[src/rtl/store_data_formatter_pkg.sv]
`default_nettype none
// ============================================================================
//  Module      : store_data_formatter_pkg
//  Description : Shared store-side opcodes, FSM state encoding and
//                big-endian byte-enable constants.
//  Revision    : 1.0 - initial release
// ============================================================================
package store_data_formatter_pkg;

    // Shared EXE-stage operation codes for the store instructions
    localparam logic [7:0] EXE_SB_OP = 8'h28;
    localparam logic [7:0] EXE_SH_OP = 8'h29;
    localparam logic [7:0] EXE_SW_OP = 8'h2B;

    // FSM state encoding
    localparam logic [1:0] c_ST_IDLE     = 2'd0;
    localparam logic [1:0] c_ST_WAIT_ACK = 2'd1;
    localparam logic [1:0] c_ST_RESP     = 2'd2;

    typedef enum logic [1:0] {
        ST_IDLE     = c_ST_IDLE,
        ST_WAIT_ACK = c_ST_WAIT_ACK,
        ST_RESP     = c_ST_RESP
    } state_t;

    // Byte enables, big-endian: bit 3 selects data[31:24] (byte offset 0)
    localparam logic [3:0] c_WE_NONE = 4'b0000;
    localparam logic [3:0] c_WE_B0   = 4'b1000;
    localparam logic [3:0] c_WE_B1   = 4'b0100;
    localparam logic [3:0] c_WE_B2   = 4'b0010;
    localparam logic [3:0] c_WE_B3   = 4'b0001;
    localparam logic [3:0] c_WE_H0   = 4'b1100;
    localparam logic [3:0] c_WE_H1   = 4'b0011;
    localparam logic [3:0] c_WE_W    = 4'b1111;

endpackage
`default_nettype wire

[src/rtl/store_lane_encoder.sv]
`default_nettype none
// ============================================================================
//  Module      : store_lane_encoder
//  Description : Combinational lane map for SB/SH/SW: byte enables,
//                lane-replicated write data and misalignment detection.
//  Revision    : 1.0 - initial release
// ============================================================================
module store_lane_encoder
    import store_data_formatter_pkg::*;
(
    input  logic [7:0]  alu_control,
    input  logic [1:0]  addr_lo,
    input  logic [31:0] store_data,
    output logic [3:0]  we,
    output logic [31:0] wdata,
    output logic        misaligned
);

    // Decode the store size and map it onto the big-endian byte lanes
    always_comb begin
        we         = c_WE_NONE;
        wdata      = 32'd0;
        misaligned = 1'b0;
        case (alu_control)
            EXE_SB_OP: begin
                wdata = {4{store_data[7:0]}};
                case (addr_lo)
                    2'b00:   we = c_WE_B0;
                    2'b01:   we = c_WE_B1;
                    2'b10:   we = c_WE_B2;
                    default: we = c_WE_B3;
                endcase
            end
            EXE_SH_OP: begin
                wdata = {2{store_data[15:0]}};
                if (addr_lo[0]) begin
                    misaligned = 1'b1;
                end else begin
                    we = addr_lo[1] ? c_WE_H1 : c_WE_H0;
                end
            end
            EXE_SW_OP: begin
                wdata = store_data;
                if (addr_lo != 2'b00) begin
                    misaligned = 1'b1;
                end else begin
                    we = c_WE_W;
                end
            end
            default: begin
                we = c_WE_NONE;
            end
        endcase
    end

endmodule
`default_nettype wire

[src/rtl/store_data_formatter.sv]
`default_nettype none
// ============================================================================
//  Module      : store_data_formatter
//  Description : Accepts one store from MEM, checks alignment, formats byte
//                enables/data and runs a single-outstanding req/ack write to
//                data memory with an acknowledge timeout.
//  Revision    : 1.0 - initial release
// ============================================================================
module store_data_formatter
    import store_data_formatter_pkg::*;
#(
    parameter int TIMEOUT_CYCLES = 255
)
(
    input  logic        clk,
    input  logic        rst,
    input  logic        req_valid,
    output logic        req_ready,
    input  logic [7:0]  alu_control,
    input  logic [31:0] addr,
    input  logic [31:0] store_data,
    output logic        mem_req,
    output logic [31:0] mem_addr,
    output logic [3:0]  mem_we,
    output logic [31:0] mem_wdata,
    input  logic        mem_ack,
    output logic        done,
    output logic        addr_err,
    output logic        bus_err,
    output logic [31:0] bad_vaddr,
    output logic        stall
);

    localparam int               c_CNT_W    = $clog2(TIMEOUT_CYCLES + 1);
    localparam logic [c_CNT_W-1:0] c_CNT_LAST = c_CNT_W'(TIMEOUT_CYCLES - 1);

    state_t               r_state;
    state_t               w_next_state;
    logic [c_CNT_W-1:0]   r_cnt;
    logic                 r_mem_req;
    logic [3:0]           r_mem_we;
    logic [31:0]          r_mem_addr;
    logic [31:0]          r_mem_wdata;
    logic [31:0]          r_addr;
    logic [31:0]          r_bad_vaddr;
    logic                 r_addr_err;
    logic                 r_bus_err;

    logic [3:0]           w_enc_we;
    logic [31:0]          w_enc_wdata;
    logic                 w_enc_mis;
    logic                 w_accept;
    logic                 w_go_mem;
    logic                 w_ack;
    logic                 w_timeout;

    store_lane_encoder u_lane_enc (
        .alu_control (alu_control),
        .addr_lo     (addr[1:0]),
        .store_data  (store_data),
        .we          (w_enc_we),
        .wdata       (w_enc_wdata),
        .misaligned  (w_enc_mis)
    );

    // An aligned store is the only request that produces non-zero enables
    assign w_accept  = req_valid & req_ready;
    assign w_go_mem  = (w_enc_we != c_WE_NONE);
    assign w_ack     = (r_state == ST_WAIT_ACK) & r_mem_req & mem_ack;
    assign w_timeout = (r_state == ST_WAIT_ACK) & ~mem_ack & (r_cnt == c_CNT_LAST);

    assign req_ready = (r_state == ST_IDLE) & ~rst;
    assign stall     = (r_state != ST_IDLE);
    assign done      = (r_state == ST_RESP);
    assign addr_err  = done & r_addr_err;
    assign bus_err   = done & r_bus_err;
    assign mem_req   = r_mem_req;
    assign mem_we    = r_mem_we;
    assign mem_addr  = r_mem_addr;
    assign mem_wdata = r_mem_wdata;
    assign bad_vaddr = r_bad_vaddr;

    // State register
    always_ff @(posedge clk) begin
        if (rst) begin
            r_state <= ST_IDLE;
        end else begin
            r_state <= w_next_state;
        end
    end

    // Next-state logic; ack takes priority over a coincident timeout
    always_comb begin
        w_next_state = r_state;
        case (r_state)
            ST_IDLE: begin
                if (w_accept) begin
                    w_next_state = w_go_mem ? ST_WAIT_ACK : ST_RESP;
                end
            end
            ST_WAIT_ACK: begin
                if (w_ack || w_timeout) begin
                    w_next_state = ST_RESP;
                end
            end
            ST_RESP: begin
                w_next_state = ST_IDLE;
            end
            default: begin
                w_next_state = ST_IDLE;
            end
        endcase
    end

    // Memory-port registers, timeout counter and error capture
    always_ff @(posedge clk) begin
        if (rst) begin
            r_cnt       <= '0;
            r_mem_req   <= 1'b0;
            r_mem_we    <= c_WE_NONE;
            r_mem_addr  <= 32'd0;
            r_mem_wdata <= 32'd0;
            r_addr      <= 32'd0;
            r_bad_vaddr <= 32'd0;
            r_addr_err  <= 1'b0;
            r_bus_err   <= 1'b0;
        end else begin
            if (w_accept) begin
                r_addr     <= addr;
                r_addr_err <= w_enc_mis;
                r_bus_err  <= 1'b0;
                if (w_enc_mis) begin
                    r_bad_vaddr <= addr;
                end
                if (w_go_mem) begin
                    r_cnt       <= '0;
                    r_mem_req   <= 1'b1;
                    r_mem_we    <= w_enc_we;
                    r_mem_addr  <= {addr[31:2], 2'b00};
                    r_mem_wdata <= w_enc_wdata;
                end
            end else if (r_state == ST_WAIT_ACK) begin
                if (w_ack) begin
                    r_mem_req <= 1'b0;
                    r_mem_we  <= c_WE_NONE;
                end else if (w_timeout) begin
                    r_mem_req   <= 1'b0;
                    r_mem_we    <= c_WE_NONE;
                    r_bus_err   <= 1'b1;
                    r_bad_vaddr <= r_addr;
                end else begin
                    r_cnt <= r_cnt + 1'b1;
                end
            end
        end
    end

endmodule
`default_nettype wire

[config.mk]
export PLATFORM = sky130hd
export DESIGN_NAME = store_data_formatter
export DESIGN_NICKNAME = d
export VERILOG_FILES = /design/src/rtl/store_data_formatter_pkg.sv /design/src/rtl/store_lane_encoder.sv /design/src/rtl/store_data_formatter.sv
export SDC_FILE = /design/constraint.sdc
export NUM_CORES = 1
export LEC_CHECK = 0
export BUFFER_PORTS_ARGS = -buffer_cell sky130_fd_sc_hd__buf_2
export CORE_MARGIN = 2
export CORE_UTILIZATION = 40
export DETAILED_ROUTE_END_ITERATION = 10
export GPL_ROUTABILITY_DRIVEN = 0
export PLACE_DENSITY = 0.75
export SKIP_LAST_GASP = 1
export SYNTH_ARGS = -nofsm -noshare
export SYNTH_HDL_FRONTEND = slang
export SYNTH_SLANG_ARGS = --single-unit
[constraint.sdc]
create_clock -name clk -period 6.3 [get_ports clk]
set_input_delay 0.315 -clock clk [delete_from_list [all_inputs] [get_ports clk]]
set_output_delay 0.315 -clock clk [all_outputs]
set_load 0.1 [all_outputs]
# Word-level counts from Yosys, hierarchy flattened
# Cells that the tools add are included.
[op_classes]
addsub = 1
n_eq_ne = 14
mux = 33
n_bitwise = 11
n_reduce_logical = 16
[ops]
columns = ["op", "count"]
rows = [
  ["32-bit 2-to-1 mux", 5],
  ["32-bit case mux with 3 select lines", 1],
  ["8-bit 2-to-1 mux", 5],
  ["4-bit 2-to-1 mux", 8],
  ["8-bit by 6-bit == test with 1-bit output, second input constant", 3],
  ["4-bit case mux with 3 select lines", 2],
  ["8-bit by 1-bit adder with 8-bit output, second input constant", 1],
  ["1-bit bitwise AND", 8],
  ["8-bit == test, second input constant", 1],
  ["2-bit inequality test, second input constant", 4],
  ["4-bit AND reduction", 2],
  ["2-bit nonzero test", 4],
  ["1-bit 2-to-1 mux", 7],
  ["2-bit 2-to-1 mux", 3],
  ["3-bit AND reduction", 2],
  ["2-bit by 1-bit == test with 1-bit output, second input constant", 2],
  ["2-bit == test, second input constant", 2],
  ["2-bit zero test", 2],
  ["2-bit by 1-bit inequality test with 1-bit output, second input constant", 2],
  ["2-bit case mux with 2 select lines", 1],
  ["2-bit AND reduction", 2],
  ["4-bit nonzero test", 1],
  ["1-bit NOT", 3],
  ["3-bit nonzero test", 1],
  ["3 further kinds", 3],
]
[word_totals]
reg_bits = 143
word_cells = 85

# Logic depth before layout (Yosys ltp)
# Gate-level depths: netlist (run 1).
[depth]
depth_word = 7
ltp_mapped = 8
mapped_depth_nobuf = 5

# By module
# Synthesis (run 1) repeated with hierarchy kept, for this count alone.
[unflattened]
hier_cells = 755
area_unflattened_um2 = 5813.1
[by_module_without_submodules]
columns = ["mod", "instances", "cells_per_inst", "area_per_inst_um2", "seq_area_each_um2"]
rows = [
  ["store_data_formatter", 1, 649, 5153.7, 2862.7],
  ["store_lane_encoder", 1, 106, 659.4, 0.0],
]

# Least setup slack after synthesis (run 1)
# OpenSTA, ideal clock, no wires.
[synth_path]
path_kind = "reg-to-output"
startpoint = "register r_state[1]"
endpoint = "output port addr_err"
t_arrival_ns = 2.722
required_ns = 5.985
path_slack_ns = 3.263
stages_incl_launch_ff = 3
n_path_buf = 0
path_cell_list = "dfxtp_1 > nor2b_1 > and2_1"
[synth_via]
elab_chain_len = 2
[synth_lines]
columns = ["item", "line_no", "text"]
rows = [
  ["from (decl)", "store_data_formatter.sv:37", "state_t r_state;"],
  ["from (signal assigned)", "store_data_formatter.sv:88", "r_state <= w_next_state;"],
  ["2-bit == test", "store_data_formatter.sv:74", "assign done = (r_state == ST_RESP);"],
  ["named net done", "store_data_formatter.sv:27", "output logic done,"],
  ["1-bit bitwise AND", "store_data_formatter.sv:75", "assign addr_err = done & r_addr_err;"],
  ["to (decl)", "store_data_formatter.sv:28", "output logic addr_err,"],
]
# The timed path passes the listed nets, and every way through them passes these cells.

# Worst setup path in the final report (run 1)
[layout_path]
startpoint = "register r_state[0]"
endpoint = "register r_mem_we[3] (netlist: mem_we[3])"
[layout_via]
elab_chain_len = 6
word_cells_on_any_way = 15
classes_between = "2 x eq/ne; 3 x mux; 6 x bitwise; 4 x reduce/logical"
[layout_lines]
columns = ["item", "line_no", "text"]
rows = [
  ["2-bit by 1-bit == test with 1-bit output", "store_data_formatter.sv:69, store_data_formatter.sv:70, store_data_formatter.sv:142", ""],
  ["1-bit bitwise AND (2 in a row)", "store_data_formatter.sv:69", "assign w_ack = (r_state == ST_WAIT_ACK) & r_mem_req & mem_ack;"],
  ["4-bit 2-to-1 mux", "store_data_formatter.sv:143", "if (w_ack) begin"],
  ["4-bit 2-to-1 mux", "store_data_formatter.sv:142", "end else if (r_state == ST_WAIT_ACK) begin"],
  ["4-bit 2-to-1 mux", "store_data_formatter.sv:128", "if (w_accept) begin"],
  ["to (signal assigned)", "store_data_formatter.sv:138", "r_mem_we <= w_enc_we;"],
  ["to (signal assigned)", "store_data_formatter.sv:145", "r_mem_we <= c_WE_NONE;"],
  ["to (signal assigned)", "store_data_formatter.sv:148", "r_mem_we <= c_WE_NONE;"],
  ["to (decl)", "store_data_formatter.sv:41", "logic [3:0] r_mem_we;"],
]
# Several ways; a longest one is shown, not always the timed one. The select of a mux whose other input is x is not followed.
# A chain may end at the register's enable or synchronous reset.

==> flow_summary.yaml, run 1 <==
logic_synthesis:
  post_synth_main_area_contributors: "dfxtp_1 (47%), a21oi_1 (8.4%), mux2_2 (5.6%)"
  synth_top_cell_by_area: "dfxtp_1"
  ys_warn_count: 0
  post_synthesis_async_set_or_reset_flop_share_pct: 0
  synth-main-ff-cell: "dfxtp_1"
  netlist.area_leader.share_pct: 47.4
  syn-cell-area_um2: 6040
  synth_seq_area_share_pct: 47.4
  synthesis.instances: 690
  ys_ff_latch: 143
  synth_edf_count: 0
  synth.distinct_cells: 53
  postSynthAreaPerCell_um2: 8.75
sta:
  rsz_0062_raised_after_global_routing: "no"
  number_of_pins_with_negative_max_slew_slack_in_the_final_report: 0
  post-route-min-period_ns: 3.40
  finClkSkew_ns: 0.0110
  hold_violations: 0
  maxClockFrequency_mhz: 294
  setup_viol: 0
  worst-slew-pin-transition_ns: 1.17
  slew_headroom_pct: 22.2
  fin_setup_tns_ns: 0
  final.period_utilization_pct: 54.0
power_and_ir_drop:
  totalPowerFinal_uw: 2080
  part_of_the_power_in_registers_pct: 44.2
  p_int_uw: 1570
  ir_drop_uv: 181
  power.density_cell_area_nw_per_um2: 275
  power.share.clock_pct: 48.3
  share_of_power_burned_in_combinational_logic_pct: 7.5
  netSwitchingFraction_pct: 24.7
  netSwitchingPower_uw: 513
  power.static_leakage_uw: 0.00316
drt:
  routed-via-count: 5789
  wl_per_cell_um: 17.8
  postRouteWirelength_mm: 18.2
  remaining_drc_errors: 0
  drtPass1Iterations: 5
  route.antenna.remaining_nets: 0
  vias_per_cell: 5.65
  first_iter_violations: 495
final_layout:
  finalNonFillerCells: 1025
  flow.area_growth_from_synthesis_pct: 25.3
  final_layout_size_suffix_gt1_share_pct: 30.6
  mostFrequentLayoutCell: "buf_2"
  most_used_cells_in_the_layout_excluding_fill_and_tap_cells: "buf_2 (178), dfxtp_1 (143), a21oi_1 (100)"
  count_of_nets_after_finishing: 905
  final.fill_count: 1386
floorplan:
  io_pins: 182
  core_um2: 14600
  initial_core_util_pct: 41.2
  die_w_um: 127
  dieArea_um2: 16100
  floorplan.die.height_um: 127
  rows: 44
placed_design:
  buffer_ports.inserted: 179
  dpl.hpwl_mm: 11.6
  placed_cells_incl_taps: 992
clocking:
  cts-htree-levels: 4
  cts.root.buffer_cell: "clkbuf_16"
  post_cts.resized_instances: 0
  tritoncts_num_sinks: 143
  clk_path_buf_depth: 2
  cts_tree: "done"
  clk_latency_ns: 0.43
  cts_made_buffers: 17
  path_clk_slew_ns: 0.06
  post-cts-setup-buffer-count: 0
  hold_buffers: 0
critical_path:
  critPathKind: "register to register"
  worstSetupStartpointType: "register"
  timing.critical_path.required_ns: 6.65
  timing.critical_path.arrival_ns: 3.76
  critical_path_peak_fanout: 69
  worst_setup_path_end_kind: "register"
grt:
  grt_max_degree: 77
  grt_pass1_vias: 5424
  antenna_found_initial: 0
  combined_global_route_utilization_of_all_metal_layers_pct: 22.3
  grt_pass1_wl_mm: 28.5
  grt-ovfl-total: 0
run_status:
  run_status: "finished, final reports clean"
min_path:
  worstHoldPathType: "input port to register"
job:
  maxCapViolCount: 0
## synth_stat cells, types with 3 or more instances
library cell	number
dfxtp_1	143
a21oi_1	101
nand2_1	70
o21ai_0	65
clkbuf_1	59
nor2b_1	37
nand4_1	34
nand3_1	32
mux2_2	30
a22o_1	17
mux2i_1	9
nand2b_1	9
nor2_1	8
o2bb2ai_1	8
buf_2	4
o32ai_1	4
or4_1	4
and2_1	3
inv_1	3
o211ai_1	3
o31ai_1	3
## layer usage
metal / part of all wire (%) / track usage (%)
met2: 46 / 36.0
met1: 42 / 27.9
met4: 2.6 / 9.18
met3: 8.9 / 6.62
met5: 0 / 0
## state kept, by name, indices dropped and copies added, names as in the netlist
name	flops
mem_addr	30
r_addr	32
mem_req	1
r_bus_err	1
mem_wdata	32
mem_we	4
r_cnt	8
r_addr_err	1
bad_vaddr	32
r_state	2
## worst max-delay path, cell delays in order, from the launching register on
cell	delay, ns
dfxtp_1	0.39
or4b_2	1.11
or3_2	1.10
or4_4	0.67
o21ai_2	0.06
## power by group through the flow
stage          registers (uW)  clock network [uW]  logic, uW
6_report                  918                1000        156
5_1_grt                   919                1060        167
4_1_cts                   918                1020        155
3_5_place_dp              938                   0        154
3_3_place_gp              938                   0        155
2_1_floorplan             940                   0       93.8
## layout make-up
class,instances,area (um^2),area share (%)
clock inverter,11,130,1.72
timing repair buffer,185,943,12.5
tap,184,230,3.04
inverter,4,15.0,0.198
sequential,143,2860,37.8
multi-input combinational,476,2920,38.6
clock buffer,21,460,6.09
antenna,1,2.50,0.0331
## worst paths after layout
kind / from / endpoint / slack [ns] / cells after the start
setup / recovery: r_state[0] / mem_we[3] / 2.90 / 4
hold / removal: addr[11] / mem_addr[11] / 0.15 / 3
setup reg to reg: r_state[0] / mem_we[3] / 2.90 / 4
hold reg to reg: r_addr[18] / r_addr[18] / 0.46 / 2
## logic make-up (layout without fill, tap and decap cells)
| family | count (synthesis) | after routing | share of synthesized area [%] |
|---|---|---|---|
| AO/OA/AOI/OAI | 215 | 215 | 20.7 |
| other | 1 | 3 | 0.0621 |
| buffers and inverters | 72 | 221 | 4.81 |
| adder cells (fa/ha/maj) | 2 | 2 | 0.414 |
| XOR/XNOR | 1 | 1 | 0.145 |
| multiplexers | 41 | 41 | 7.46 |
| flip-flops | 143 | 143 | 47.4 |
| AND/OR/NAND/NOR | 215 | 215 | 19.0 |
## per-stage QoR
stage / util, % / hold slack [ns] / area (um^2) / setup slack, ns
after floorplan: - / 0.434 / 6040 / 3.26
after global placement: 47.6 / 0.445 / 6970 / 2.57
after detailed placement: 47.6 / 0.452 / 6970 / 2.59
after CTS: 51.6 / 0.134 / 7560 / 2.87
after global routing: 51.6 / 0.151 / 7560 / 2.74
final: 51.7 / 0.145 / 7570 / 2.90
(Power assumes the default switching activity.)
==> run 2, diff against run 1 <==
--- a/config.mk
+++ b/config.mk
@@ -5,12 +5,13 @@
 export SDC_FILE = /design/constraint.sdc
 export NUM_CORES = 1
 export LEC_CHECK = 0
+export ABC_AREA = 1
 export BUFFER_PORTS_ARGS = -buffer_cell sky130_fd_sc_hd__buf_2
 export CORE_MARGIN = 2
 export CORE_UTILIZATION = 40
 export DETAILED_ROUTE_END_ITERATION = 10
 export GPL_ROUTABILITY_DRIVEN = 0
-export PLACE_DENSITY = 0.75
+export PLACE_DENSITY = 0.77
 export SKIP_LAST_GASP = 1
 export SYNTH_ARGS = -nofsm -noshare
 export SYNTH_HDL_FRONTEND = slang
==> constraint.sdc (replaced) <==
create_clock -name clk -period 3.1 [get_ports clk]
set_input_delay 0.155 -clock clk [delete_from_list [all_inputs] [get_ports clk]]
set_output_delay 0.155 -clock clk [all_outputs]
set_load 0.1 [all_outputs]
==> run 2 against run 1 <==
Count of clock-buffer cells in the layout is 4 lower. Combinational power rose by 71%. Synthesized cell count increased by 7.7%. Via count fell by 4.2%. Highest routed layer unchanged.
==> flow_summary.yaml, run 2 <==
run_status:
  run_status: "finished, final reports clean"
floorplan:
  rows: 44
  initial_core_util_pct: 40.9
  die_w_um: 126
  core_um2: 14500
  io_pins: 182
  dieArea_um2: 15800
  floorplan.die.height_um: 126
power_and_ir_drop:
  ir_drop_uv: 355
  power.density_cell_area_nw_per_um2: 545
  power.static_leakage_uw: 0.00340
clocking:
  clk_path_buf_depth: 2
  tritoncts_num_sinks: 143
  cts-htree-levels: 4
  cts_made_buffers: 17
  clk_latency_ns: 0.42
  post_cts.resized_instances: 0
  cts.root.buffer_cell: "clkbuf_16"
  cts_tree: "done"
  path_clk_slew_ns: 0.06
critical_path:
  worst-r2r-cell-count: 9
  worstSetupStartpointType: "register"
  timing.critical_path.arrival_ns: 2.51
  critical_path_peak_fanout: 54
  timing.critical_path.required_ns: 3.43
  critPathKind: "register to register"
  worst_setup_path_end_kind: "register"
  timing.critical_path.slowest_cell_delay_ns: 0.58
  worst_path_max_delay_cell: "buf_4"
  worst-r2r-setup-slack_ns: 0.92
  cp_cell_sequence: "nor2_2, inv_2, nor2_4, nand2_4, inv_2, buf_4, buf_4, o21ai_0, a211oi_1"
sta:
  setup_viol: 0
  worst-slew-pin-transition_ns: 0.913
  rsz_0062_raised_after_global_routing: "no"
  slew_headroom_pct: 39.1
  maxClockFrequency_mhz: 460
  post-route-min-period_ns: 2.18
  hold_violations: 0
  fin_setup_tns_ns: 0
  number_of_pins_with_negative_max_slew_slack_in_the_final_report: 0
  final.period_utilization_pct: 70.2
  finClkSkew_ns: 0.00722
  whs_ns: 0.0219
drt:
  postRouteWirelength_mm: 15.4
  routed-via-count: 5547
  vias_per_cell: 5.07
  remaining_drc_errors: 0
  route.antenna.remaining_nets: 0
  drtPass1Iterations: 6
  first_iter_violations: 304
  wl_per_cell_um: 14.1
final_layout:
  final.fill_count: 1408
  antenna_cells_inserted: 0
  mostFrequentLayoutCell: "buf_2"
  flow.area_growth_from_synthesis_pct: 25.5
  final_layout_size_suffix_gt1_share_pct: 26.2
  most_used_cells_in_the_layout_excluding_fill_and_tap_cells: "buf_2 (178), dfxtp_1 (143), nor2_1 (119)"
  count_of_nets_after_finishing: 979
  stdcell_area_um2: 7430
logic_synthesis:
  post_synthesis_async_set_or_reset_flop_share_pct: 0
  ys_warn_count: 0
  synth_edf_count: 0
  postSynthAreaPerCell_um2: 7.96
  synth-main-ff-cell: "dfxtp_1"
  yosysMostFrequentCell: "dfxtp_1"
  synthesis.instances: 743
  netlist.area_leader.share_pct: 48.4
  ys_ff_latch: 143
  synth_top_cell_by_area: "dfxtp_1"
  synth.distinct_cells: 33
  synth_seq_area_share_pct: 48.4
  post_synth_main_area_contributors: "dfxtp_1 (48%), a21oi_1 (8.0%), nor2_1 (7.5%)"
  syn-cell-area_um2: 5920
  synth_common_cells: "dfxtp_1 (143), nor2_1 (119), a21oi_1 (94)"
grt:
  antenna_found_initial: 0
  combined_global_route_utilization_of_all_metal_layers_pct: 19.5
  grt_pass1_wl_mm: 24.9
  grt_pass1_vias: 4989
  grt_max_degree: 73
  grt-ovfl-total: 0
placed_design:
  buffer_ports.inserted: 179
  dpl.hpwl_mm: 10.6
  placedInstanceArea_um2: 6860
min_path:
  timing.hold.worst_path_depth: 3
  worstHoldPathType: "input port to register"
job:
  maxCapViolCount: 0
[run 2: cell count changes in the layout (fill, tap and decap cells not counted), sizes merged, moves of 8 or more]
| cell | previous run | this run |
|---|---|---|
| a211oi | 0 | 36 |
| a22o | 17 | 0 |
| inv | 6 | 41 |
| mux2 | 32 | 0 |
| mux2i | 9 | 30 |
| nand2 | 70 | 100 |
| nand2b | 9 | 0 |
| nand3 | 32 | 72 |
| nand4 | 34 | 3 |
| nor2 | 8 | 125 |
| nor2b | 37 | 0 |
| o21ai | 66 | 18 |
| o2bb2ai | 8 | 0 |
[run 2: cell families after synthesis]
group / count (synthesis) / share of synthesized area, %
AOI/OAI and AO/OA: 156 / 15.3
xor gates and xnor gates: 3 / 0.444
adders and majority gates: 2 / 0.423
buffers and inverters: 94 / 7.30
DFF: 143 / 48.4
muxes: 30 / 5.08
other: 1 / 0.0634
and+or+nand+nor: 314 / 23.0
[run 2: worst max-delay path: cells and delay by family, from the launching register on]
kind	cells	cell delay, ns
AOI/OAI and AO/OA	2	0.47
buffers and inverters	4	0.95
DFF	1	0.35
and+or+nand+nor	3	0.31
[run 2: timing repair]
action	CTS	global route
buffers inserted	0	0
endpoints found under the hold margin	2	0
hold buffers	2	0
[run 2: path summary, 6_finish.rpt]
| path | start | end |
|---|---|---|
| worst min-delay path | addr[29] | r_addr[29] |
| worst max register to register | r_state[0] | bad_vaddr[0] |
| worst min register to register | mem_addr[8] | mem_addr[8] |
| worst max-delay path | r_state[0] | bad_vaddr[0] |
[run 2: stage by stage]
stage               utilization (%)  setup slack, ns  std cells  total power (uW)
global placement               47.4             1.03       1064              2170
floorplan                         -            0.522        744              2080
CTS                            51.3            0.924       1094              4090
global route                   51.3            0.735       1094              4210
detailed placement             47.4            0.928       1064              2170
finish                         51.3            0.924       1094              4050
[run 2: where the power goes]
group          leakage, uW  internal [uW]  switching, uW  total [uW]
registers          0.00116           1860           6.69        1870
clock network     0.000258           1160            754        1910
logic              0.00199           81.4            185         267
[run 2: area by class of cell]
class	count	area (um^2)	area share [%]
clock buffers	17	425	5.73
inverters	41	154	2.07
multi-input cells	507	2630	35.4
repair buffers	191	1010	13.5
well taps	184	230	3.10
flip-flops and latches	143	2860	38.5
clock inverters	11	123	1.65
[run 2: layer usage]
layer	global-route usage [%]	routed length (um)	up-vias
met3	4.59	1010	25
met5	0	0	-
met2	30.3	7160	206
met1	26.0	7000	2516
met4	8.37	277	0
li1	-	-	2800
